===== src/rtl/oven_bake_controller_if.sv =====
// Front-panel / lamp side bundle of the oven bake controller.
// master: panel logic driving requests and reading status.
// slave:  the controller itself.
interface oven_bake_controller_if;
   logic        start;
   logic        cancel;
   logic [10:0] target_temp;
   logic [16:0] bake_time;
   logic [1:0]  state;
   logic        heater;
   logic        done;
   logic [10:0] temp;
   logic [16:0] remaining;
   logic        tick;

   modport master (
      output start, cancel, target_temp, bake_time,
      input  state, heater, done, temp, remaining, tick
   );

   modport slave (
      input  start, cancel, target_temp, bake_time,
      output state, heater, done, temp, remaining, tick
   );
endinterface


===== src/rtl/oven_bake_controller.sv =====
// Oven bake sequencer: IDLE -> PREHEAT -> BAKE -> DONE with a 1 Hz
// prescaler, thermostat heater decode, bake countdown and a first-order
// oven temperature model.
// Optional feature macro: OVEN_AUTO_OFF_EN (DONE returns to IDLE after
// DONE_HOLD ticks). Without it DONE persists until cancel or restart.
module oven_bake_controller #(
   parameter int TICK_DIV  = 50_000_000,
   parameter int AMBIENT   = 72,
   parameter int DONE_HOLD = 10
) (
   input  logic                   clk,
   input  logic                   rst_n,
   oven_bake_controller_if.slave  bus
);

   typedef enum logic [1:0] {
      ST_IDLE    = 2'd0,
      ST_PREHEAT = 2'd1,
      ST_BAKE    = 2'd2,
      ST_DONE    = 2'd3
   } state_t;

   localparam int              CW       = (TICK_DIV > 1) ? $clog2(TICK_DIV) : 1;
   localparam logic [CW-1:0]   CNT_LAST = CW'(TICK_DIV - 1);
   localparam logic [10:0]     AMB      = 11'(AMBIENT);
   localparam logic [10:0]     TEMP_MAX = 11'h7FF;

   state_t        state_reg, state_next;
   logic [CW-1:0] cnt_reg;
   logic          start_q_reg;
   logic [10:0]   tgt_reg, tgt_next;
   logic [16:0]   bt_reg, bt_next;
   logic [10:0]   temp_reg;
   logic [16:0]   rem_reg, rem_next;
   logic          tick;
   logic          heater;
   logic          start_edge;
   logic          start_ok;

`ifdef OVEN_AUTO_OFF_EN
   localparam int            HW        = (DONE_HOLD > 1) ? $clog2(DONE_HOLD) : 1;
   localparam logic [HW-1:0] HOLD_LAST = HW'(DONE_HOLD - 1);
   logic [HW-1:0] hold_reg, hold_next;
`endif

   assign tick       = (cnt_reg == CNT_LAST);
   assign start_edge = bus.start & ~start_q_reg;
   // A start edge only counts when there is something to bake.
   assign start_ok   = start_edge && (bus.bake_time != 17'd0);

   // 1 Hz prescaler, wraps at TICK_DIV-1.
   always_ff @(posedge clk or negedge rst_n) begin
      if (!rst_n)
         cnt_reg <= '0;
      else if (cnt_reg == CNT_LAST)
         cnt_reg <= '0;
      else
         cnt_reg <= cnt_reg + 1'b1;
   end

   // Heater decode: full power in preheat, thermostat in bake.
   always_comb begin
      heater = 1'b0;
      case (state_reg)
         ST_PREHEAT: heater = 1'b1;
         ST_BAKE:    heater = (temp_reg < tgt_reg);
         default:    heater = 1'b0;
      endcase
   end

   // Temperature model: one degree per tick, clamped to [AMBIENT, 2047].
   always_ff @(posedge clk or negedge rst_n) begin
      if (!rst_n)
         temp_reg <= AMB;
      else if (tick) begin
         if (heater) begin
            if (temp_reg != TEMP_MAX)
               temp_reg <= temp_reg + 11'd1;
         end else if (temp_reg > AMB) begin
            temp_reg <= temp_reg - 11'd1;
         end
      end
   end

   // State, latched settings, countdown and start edge detector.
   always_ff @(posedge clk or negedge rst_n) begin
      if (!rst_n) begin
         state_reg   <= ST_IDLE;
         start_q_reg <= 1'b0;
         tgt_reg     <= '0;
         bt_reg      <= '0;
         rem_reg     <= '0;
`ifdef OVEN_AUTO_OFF_EN
         hold_reg    <= '0;
`endif
      end else begin
         state_reg   <= state_next;
         start_q_reg <= bus.start;
         tgt_reg     <= tgt_next;
         bt_reg      <= bt_next;
         rem_reg     <= rem_next;
`ifdef OVEN_AUTO_OFF_EN
         hold_reg    <= hold_next;
`endif
      end
   end

   // Next-state logic; cancel overrides everything, including a start edge.
   always_comb begin
      state_next = state_reg;
      tgt_next   = tgt_reg;
      bt_next    = bt_reg;
      rem_next   = rem_reg;
`ifdef OVEN_AUTO_OFF_EN
      hold_next  = hold_reg;
`endif
      if (bus.cancel) begin
         state_next = ST_IDLE;
         rem_next   = '0;
      end else begin
         case (state_reg)
            ST_IDLE: begin
               if (start_ok) begin
                  tgt_next   = bus.target_temp;
                  bt_next    = bus.bake_time;
                  state_next = ST_PREHEAT;
               end
            end
            ST_PREHEAT: begin
               if (temp_reg >= tgt_reg) begin
                  rem_next   = bt_reg;
                  state_next = ST_BAKE;
               end
            end
            ST_BAKE: begin
               if (tick) begin
                  if (rem_reg <= 17'd1) begin
                     rem_next   = '0;
                     state_next = ST_DONE;
`ifdef OVEN_AUTO_OFF_EN
                     hold_next  = '0;
`endif
                  end else begin
                     rem_next = rem_reg - 17'd1;
                  end
               end
            end
            ST_DONE: begin
               if (start_ok) begin
                  tgt_next   = bus.target_temp;
                  bt_next    = bus.bake_time;
                  state_next = ST_PREHEAT;
               end
`ifdef OVEN_AUTO_OFF_EN
               else if (tick) begin
                  if (hold_reg == HOLD_LAST)
                     state_next = ST_IDLE;
                  else
                     hold_next = hold_reg + 1'b1;
               end
`endif
            end
            default: state_next = ST_IDLE;
         endcase
      end
   end

   assign bus.state     = state_reg;
   assign bus.heater    = heater;
   assign bus.done      = (state_reg == ST_DONE);
   assign bus.temp      = temp_reg;
   assign bus.remaining = rem_reg;
   assign bus.tick      = tick;

endmodule


===== src/flat_wrapper.sv =====
// flat-port wrapper written by rule: the top's interface ports become plain ports
module oven_bake_controller_flat 
#(
   parameter int TICK_DIV  = 50_000_000,
   parameter int AMBIENT   = 72,
   parameter int DONE_HOLD = 10
)
  (clk, rst_n, bus_start, bus_cancel, bus_target_temp, bus_bake_time, bus_state, bus_heater, bus_done, bus_temp, bus_remaining, bus_tick);
  oven_bake_controller_if bus_i ();
  input  logic clk;
  input  logic rst_n;
  input wire logic [$bits(bus_i.start)-1:0] bus_start;
  input wire logic [$bits(bus_i.cancel)-1:0] bus_cancel;
  input wire logic [$bits(bus_i.target_temp)-1:0] bus_target_temp;
  input wire logic [$bits(bus_i.bake_time)-1:0] bus_bake_time;
  output wire logic [$bits(bus_i.state)-1:0] bus_state;
  output wire logic [$bits(bus_i.heater)-1:0] bus_heater;
  output wire logic [$bits(bus_i.done)-1:0] bus_done;
  output wire logic [$bits(bus_i.temp)-1:0] bus_temp;
  output wire logic [$bits(bus_i.remaining)-1:0] bus_remaining;
  output wire logic [$bits(bus_i.tick)-1:0] bus_tick;
  assign bus_i.start = bus_start;
  assign bus_i.cancel = bus_cancel;
  assign bus_i.target_temp = bus_target_temp;
  assign bus_i.bake_time = bus_bake_time;
  assign bus_state = bus_i.state;
  assign bus_heater = bus_i.heater;
  assign bus_done = bus_i.done;
  assign bus_temp = bus_i.temp;
  assign bus_remaining = bus_i.remaining;
  assign bus_tick = bus_i.tick;
  oven_bake_controller #(.TICK_DIV(TICK_DIV), .AMBIENT(AMBIENT), .DONE_HOLD(DONE_HOLD)) u_core (.clk(clk), .rst_n(rst_n), .bus(bus_i));
endmodule

===== config.mk =====
export PLATFORM = sky130hd
export DESIGN_NAME = oven_bake_controller_flat
export DESIGN_NICKNAME = d
export VERILOG_FILES = /design/src/rtl/oven_bake_controller_if.sv /design/src/rtl/oven_bake_controller.sv /design/src/flat_wrapper.sv
export SDC_FILE = /design/constraint.sdc
export NUM_CORES = 1
export LEC_CHECK = 0
export ABC_CLOCK_PERIOD_IN_PS = 4300
export CORE_MARGIN = 4
export CORE_UTILIZATION = 45
export DETAILED_ROUTE_END_ITERATION = 7
export DONT_BUFFER_PORTS = 1
export PLACE_DENSITY_LB_ADDON = 0.2
export SETUP_SLACK_MARGIN = 0.05
export SYNTH_ARGS = -nofsm -noshare
export SYNTH_HDL_FRONTEND = slang
export SYNTH_SLANG_ARGS = --single-unit

===== constraint.sdc =====
create_clock -name clk -period 4.3 [get_ports clk]
set_clock_uncertainty 0.15 [all_clocks]
set_input_delay 0.86 -clock clk [delete_from_list [all_inputs] [get_ports clk]]
set_output_delay 0.86 -clock clk [all_outputs]
set_load 0.02 [all_outputs]

==> impl_summary.md, run 1 <==
Run status
The run finished with clean final reports.

Global routing
The total global routing track utilization is 0.178. The initial antenna violation count is 0. The first global-routing pass estimated 18200 um of wire. The number of global-route vias before repair was 3598. The global-route congestion overflow total is 0. The maximum number of pins on one net before global-route repair is 86.

Clock tree
TritonCTS built the clock tree. The clock passes through at most 2 buffers. TritonCTS created 9 clock buffers. The H-tree generated during clock tree synthesis spans 3 levels. Once the clock tree was built, the setup fixing pass inserted 0 buffers. The root buffer selected by CTS is sky130_fd_sc_hd__clkbuf_8. The clock net in this run drives a total of 85 sinks. Clock latency on the worst-skew pair, taken at its later pin, is 0.37 ns.

Clock-pin slew was measured on the worst setup and hold paths at 0.09 ns.

Yosys
The average cell area after synthesis is 10.2 um2. The synthesized design spends more area on one cell type than any other, namely sky130_fd_sc_hd__dfrtp_1. After synthesis, the share of flip-flops with an asynchronous set or reset is 1.00. Yosys mapped a number of flops with a built-in enable equal to 0. In this run, distinct cell masters in the synthesized netlist total 63. Summing every instance area after synthesis gives 0.00481 mm2. Synthesis produced a netlist with a net count of 530. In the synthesized netlist the dominant register cell turns out to be sky130_fd_sc_hd__dfrtp_1. The count of warnings emitted by yosys is 0. The proportion of synthesized chip area in sequential cells is 0.443. Synthesis inferred 85 register bits.

The gate count of the mapped netlist is 470. Sorting the synthesized cells by area gives the leading types as sky130_fd_sc_hd__dfrtp_1 43%, sky130_fd_sc_hd__ha_1 7.0%, sky130_fd_sc_hd__mux2_2 6.8%, sky130_fd_sc_hd__o21ai_1 3.3%, sky130_fd_sc_hd__xor2_1 3.3%. The share of the synthesized area in the top cell type is 0.432.

Final layout
The top cell types in the final layout, fill and taps aside, are 83 x sky130_fd_sc_hd__dfrtp_1, 36 x sky130_fd_sc_hd__nor2_1, 32 x sky130_fd_sc_hd__o21ai_1, 29 x sky130_fd_sc_hd__mux2_2. After the last flow step, the layout net total stands at 539. The antenna diode count is 0. The area growth from synthesis to final layout is 7.78%. The register with the most flip-flops in the layout has 26 of them. The design area is 0.00518 mm2. The most common cell after layout, fill and taps aside is sky130_fd_sc_hd__dfrtp_1. In the final layout, the share of cells above drive strength 1 is 0.137.

Pwr
For this design the ratio of total power to cell area is 538 mW/mm2. The leakage power summed over all cells is 2.34 nW. VDD sags by at most 0.181 mV. Summing internal, switching and leakage power gives 2.79 mW.

Floorplan
The starting density of the core is 0.464. The standard-cell row count is 37. The count of boundary I/O pins is 65.

The die height is 111 um. After floorplanning, the core was sized to cover 0.0104 mm2. The chip width is 111 um. The die footprint is 0.0124 mm2.

Placed design
Port buffering added 0 buffers. The placed cell area is 0.00499 mm2. Before CTS, the worst setup slack after placement is 0.411 ns. The congestion estimate from routability-driven global placement came to 0.845. The wire-length estimate of the detail-placed layout is 7680 um.

Timing
Setup repair after global routing left no endpoint under its margin. The final max-slew violation count is 0. The final setup violation count is 0. The fraction of the cycle the final worst path needs is 0.916. The aggregate negative setup slack is 0 ns.

The worst slew margin relative to its limit is 0.205. The number of hold violations in the final report is 0. Based on the critical path, the design can be clocked at up to 254 MHz. Setup slack on the critical path of the routed design comes to 0.362 ns. The slew of the pin with the lowest slew margin is 1.19 ns.

The shortest clock period the worst path allows after layout is 3.94 ns.

Setup path
The cell depth of the worst flop-to-flop path is 13. By instance count, the cell type seen most on the critical path is sky130_fd_sc_hd__a21oi_1. The worst setup path is captured at a flop. The required time at the endpoint of the critical path is 4.43 ns. On the worst path, the slowest cell contributes a delay of 0.66 ns.

The worst register-to-register path begins at u_core.bus.temp[6]. The maximum fanout count along the critical path is 10. At the worst endpoint, the arrival time is 4.07 ns. The critical path is of the flop to flop type. The launch point of the worst path is u_core.bus.temp[6]. The signal on the critical path passes through ha_1 -> a21oi_1 -> o21ai_1 -> a2111oi_2 -> a21oi_1 -> or2_2 -> ha_1 -> a21oi_1 -> o21ai_0 -> o211a_1 -> or3b_1 -> o22ai_2 -> xor2_1. The end of the worst register-to-register path is u_core.bus.temp[10]. The reg2reg setup slack is 0.36 ns. The critical path launch point type is a flop. Among all stages on the critical path, the largest delay is contributed by sky130_fd_sc_hd__dfstp_2.

Route
The routed layout has 3594 vias. The per-cell routed wire length is 17.6 um. The detailed-route vias per instance is 5.81. The number of design rule violations left after detail routing is 0.

The first detailed-routing pass took 4 iterations. In this run the remaining antenna-violating nets after routing total 0. The final layout contains routed wiring with a total length of 10900 um. The count of routing violations after the opening detailed-route iteration is 195.

Hold path
The class of the tightest hold or removal check is input port to asynchronous set/reset pin.

Job
Max-cap violations in this run came to 0.
## power by group
| part | leakage [nW] | internal, mW | switching, mW | total [mW] |
|---|---|---|---|---|
| combinational | 1.15 | 0.448 | 0.583 | 1.03 |
| sequential | 1.09 | 0.997 | 0.241 | 1.24 |
| clock | 0.0907 | 0.213 | 0.306 | 0.519 |
| total | 2.34 | 1.66 | 1.13 | 2.79 |
## per-layer routing
layer	part of all wire	vias up	track usage
met5	0	-	0
met2	0.46	76	0.281
met4	0.016	0	0.0495
met3	0.062	14	0.0549
li1	-	1727	-
met1	0.46	1777	0.239
## synth_stat cells, drive strengths merged (3+ instances only)
library cell  count
xor2             18
a31oi             3
a21oi            26
nor3             15
a22oi             3
nor2b             8
clkbuf           10
nor2             36
o21ai            36
nand3            19
dfrtp            83
a32oi             9
nand4             9
nand2b            3
nand2            13
mux2             35
buf               5
a21o              3
and3              6
inv              27
a211oi            5
ha               27
xnor2            14
or2               3
and2              5
mux2i             3
o21a              3
nor4              9
## what timing repair did
item | CTS | global route
hold buffers | 0 | 2
resized for setup | 0 | 0
endpoints found under the hold margin | 0 | 10
## logic make-up (layout without fill, tap and decap cells)
group | Yosys count | in the layout | share of synthesized area
and+or+nand+nor | 139 | 139 | 0.156
AOI/OAI and AO/OA | 106 | 106 | 0.145
DFF | 85 | 85 | 0.443
buffers and inverters | 42 | 55 | 0.0351
muxes | 38 | 38 | 0.0882
xor gates and xnor gates | 32 | 32 | 0.0583
adders and majority gates | 28 | 28 | 0.0744
## cell type report
| type | count | area, um2 |
|---|---|---|
| fill | 964 | 5190 |
| tap | 136 | 170 |
| inverter | 27 | 101 |
| clock buffer | 9 | 124 |
| sequential | 85 | 2130 |
| timing repair buffer | 13 | 103 |
| multi-input combinational | 343 | 2510 |
| clock inverter | 6 | 45.0 |
## worst max-delay path: cells and delay by family (launching register included)
family,cells,cell delay (ns)
flops,1,0.66
compound gates,8,1.43
xor+xnor,1,0.15
fa+ha+maj,2,0.69
simple gates,2,0.78
## through the flow
stage / util / instances / hold WS [ns]
6_report: 0.500 / 619 / 0.0330
5_1_grt: 0.500 / 619 / 0.00165
4_1_cts: 0.498 / 617 / 0.00911
3_5_place_dp: 0.482 / 602 / 0.322
3_3_place_gp: 0.482 / 602 / 0.326
2_1_floorplan: - / 470 / 0.304
## how the worst max path moves through the flow
stage / end / cells past startpoint / slack (ns)
2_1_floorplan: u_core.bus.temp[10] / 14 / 0.53
3_3_place_gp: u_core.bus.temp[10] / 13 / 0.49
3_5_place_dp: u_core.bus.temp[10] / 13 / 0.41
4_1_cts: u_core.bus.temp[10] / 13 / 0.37
5_1_grt: u_core.bus.temp[10] / 13 / 0.06
6_report: u_core.bus.temp[10] / 13 / 0.36
Note: power is estimated with default switching activity, not from simulation.
==> run 2, diff against run 1 <==
CORE_MARGIN = not set   (was 4)
==> run 2 against run 1 <==
  * Clock power is 8.7% higher
  * Via count is 2.3% lower
  * Wire length decreased by 5.0%
  * Die area shrank 10%
  * First-iteration DRC count fell by 29%
  * Setup slack gained 0.015 ns
  * Critical endpoint unchanged
  * Final area did not move
  * Critical path type unchanged
  * Global-route usage grew 1.8 points
  * Non-clock buffer count is 4 lower
  * Sequential power hardly changed
  * Register-to-register slack about the same
  * Critical path depth unchanged
==> impl_summary.md, run 2 (synthesis results as in run 1) <==
Route
The per-cell routed wire length is 16.8 um (-4.5%). The count of vias placed by the detailed router is 3513 (-2.3%). The detailed-route vias per instance was 5.70 (-1.8%). The number of design rule violations left after detail routing was 0 (unchanged).

The detailed-routing iteration count for the pre-antenna-repair pass is 4 (unchanged). The total detailed-routing wirelength is 10300 um (-5.0%). The remaining antenna violation count after routing came to 0 (unchanged). The count of routing violations after the opening detailed-route iteration is 138 (-29%).

Clock tree
The number of buffers inserted to repair setup after CTS is 0 (unchanged). The source-to-sink clock delay at the later pin of the worst-skew pair is 0.36 ns (about the same). The total CTS buffers was 9 (unchanged). The count of cells resized by post-cts repair is 0 (unchanged). The clock sink count is 85 (unchanged).

The quantity of hold-fixing buffers added after cts is 0 (unchanged). The number of H-tree branching levels is 3 (unchanged). The root buffer selected by CTS is sky130_fd_sc_hd__clkbuf_8. The clock transition time at the flip-flop clock pins of the worst setup and hold paths was 0.08 ns (about the same). The TritonCTS clock tree is built. The maximum count of clock buffers along a single path is 2 (unchanged).

Pwr
The clock network fraction of design power is 0.200 (+0.014). The power per standard cell area came to 544 mW/mm2 (+1.1%). The switching share of power was 0.391 (-0.0142). The share of power burned in combinational logic is 0.361 (-0.009). The switching power total is 1.10 mW (-2.4%).

The internal power summed over all cells is 1.72 mW (+3.6%). The leakage power summed over all cells is 2.33 nW (-0.37%). The peak ir drop on the vdd network is 0.221 mV (+22%). The share of power burned in registers was 0.439 (-0.005).

Setup path
The maximum fanout count along the critical path is 10 (unchanged). The startpoint of the worst register-to-register path is u_core.bus.temp[6]. Traced cell by cell, the critical path runs through ha_1 -> a21oi_1 -> o21ai_1 -> a2111oi_2 -> a21oi_1 -> or2_2 -> ha_1 -> a21oi_1 -> o21ai_0 -> o211a_1 -> or3b_1 -> o22ai_2 -> xor2_1. The element type at the critical path end is a flop.

The required time at the endpoint of the critical path is 4.43 ns (about the same). The most prevalent standard cell on the critical path is sky130_fd_sc_hd__a21oi_1. The stage delay of the slowest cell on the critical path is 0.66 ns (about the same). Among all stages on the critical path, the largest delay is contributed by sky130_fd_sc_hd__dfstp_2. The end of the worst register-to-register path is u_core.bus.temp[10]. The worst setup path is launched from a flop. The cell depth of the worst flop-to-flop path came to 13 (unchanged).

The data arrival time of the critical path is 4.05 ns (-0.02 ns). The class of the most critical setup path is flop to flop. The reg2reg setup slack is 0.38 ns (about the same).

Floorplan
The chip width is 105 um (-5.4%). The die footprint is 0.0111 mm2 (-10%). The standard-cell row count was 37 (unchanged). The starting density of the core is 0.466 (+0.00208). The total core area is 0.0103 mm2 (-0.45%). The die height is 105 um (-5.4%). The count of boundary I/O pins is 65 (unchanged).

Global routing
The initial antenna violation count is 0 (unchanged). The global-route congestion overflow total is 0 (unchanged). The total global routing track utilization is 0.196 (+0.0179). The wire length of the first global-routing pass is 16900 um (-7.3%). The number of global-route vias before repair came to 3446 (-4.2%). The maximum number of pins on one net before global-route repair came to 86 (unchanged).

Timing
The final setup violation count came to 0 (unchanged). The aggregate negative setup slack is 0 ns (unchanged). Setup repair after global routing left no endpoint under its margin. The final max-slew violation count was 0 (unchanged). The fraction of the cycle the final worst path needs is 0.912 (-0.00348). The number of hold violations in the final report is 0 (unchanged).

The worst slew margin relative to its limit came to 0.223 (+0.0173). The shortest clock period the worst path allows after layout was 3.92 ns (-0.0150 ns). The slew of the pin with the lowest slew margin is 1.16 ns (-0.0258 ns). The highest clock frequency the design can meet is 255 MHz (+0.38%).

Final layout
The share of the core filled with cells in the final layout was 0.502 (+0.00224). The total of fill cells in the finished design is 969 (+0.52%). The non-filler instance count after layout is 616 (-0.48%).

The flip-flop count of the largest register, all copies and words added is 26 (unchanged). The most common cell after layout, fill and taps aside is sky130_fd_sc_hd__dfrtp_1. The area growth from synthesis to final layout is 7.78% (unchanged).

The combined flip-flop and latch cell area is 0.00213 mm2 (unchanged). The top cell types in the final layout, fill and taps aside, are 83 x sky130_fd_sc_hd__dfrtp_1, 36 x sky130_fd_sc_hd__nor2_1, 32 x sky130_fd_sc_hd__o21ai_1, 29 x sky130_fd_sc_hd__mux2_2. The area used by multi-input combinational logic is 0.00251 mm2 (unchanged).

The antenna diode count is 0 (unchanged). The final layout net count is 535 (-0.74%). The fraction of layout cells with a size suffix above 1 came to 0.131 (-0.00540).

Placed design
The HPWL after detailed placement is 7420 um (-3.3%). The post-placement cell count came to 600 (-0.33%). The final weighted congestion in routability-driven placement is 0.888 (+5.1%).

The number of buffer cells added on primary ports was 0 (unchanged).

Job
The number of max-capacitance violations reported came to 0 (unchanged).

Hold path
The class of the tightest hold or removal check is input port to asynchronous set/reset pin.

Run status
The flow ran to the end, and the final reports show no timing, DRC or antenna violations.
==> run 2: per-layer routing <==
layer	vias to the layer above	GRT usage	part of all wire
met3	21	0.0451	0.043
met1	1698	0.257	0.48
met4	0	0.0976	0.022
met5	-	0	0
met2	81	0.305	0.45
li1	1713	-	-
==> run 2: worst max path at each step <==
stage / cells past startpoint / slack, ns / start / end
6_report: 13 / 0.38 / u_core.bus.temp[6] / u_core.bus.temp[10]
5_1_grt: 13 / 0.1 / u_core.bus.temp[6] / u_core.bus.temp[10]
4_1_cts: 13 / 0.38 / u_core.bus.temp[6] / u_core.bus.temp[10]
3_5_place_dp: 13 / 0.43 / u_core.bus.temp[6] / u_core.bus.temp[10]
3_3_place_gp: 13 / 0.48 / u_core.bus.temp[6] / u_core.bus.temp[10]
2_1_floorplan: 14 / 0.53 / u_core.bus.temp[6] / u_core.bus.temp[10]
==> run 2: power groups by stage <==
stage	sequential, mW	combinational [mW]	clock (mW)
floorplan	1.20	0.842	0
global placement	1.25	0.987	0
CTS	1.24	1.02	0.582
detailed placement	1.25	1.02	0
finish	1.24	1.02	0.564
global route	1.27	1.14	0.609
==> run 2: stage by stage <==
step           power, mW  hold slack [ns]  setup WS, ns  cell area (um2)
2_1_floorplan       2.04            0.304         0.530             4810
3_3_place_gp        2.23            0.331         0.481             4990
3_5_place_dp        2.27            0.343         0.431             4990
4_1_cts             2.84          0.00885         0.384             5180
5_1_grt             3.02           0.0109        0.0967             5180
6_report            2.82           0.0373         0.377             5180
==> run 2: final cells by class <==
cell class,instances,share of cell area
multi-input combinational,343,0.484
timing repair buffer,9,0.0155
clock buffer,11,0.0254
tap,136,0.0328
sequential,85,0.411
inverter,27,0.0196
clock inverter,5,0.0116
==> run 2: worst max-delay path: cells and delay by family (launching register included) <==
kind / cells / cell delay (ns)
xor+xnor: 1 / 0.15
fa+ha+maj: 2 / 0.69
compound gates: 8 / 1.42
flops: 1 / 0.66
simple gates: 2 / 0.78
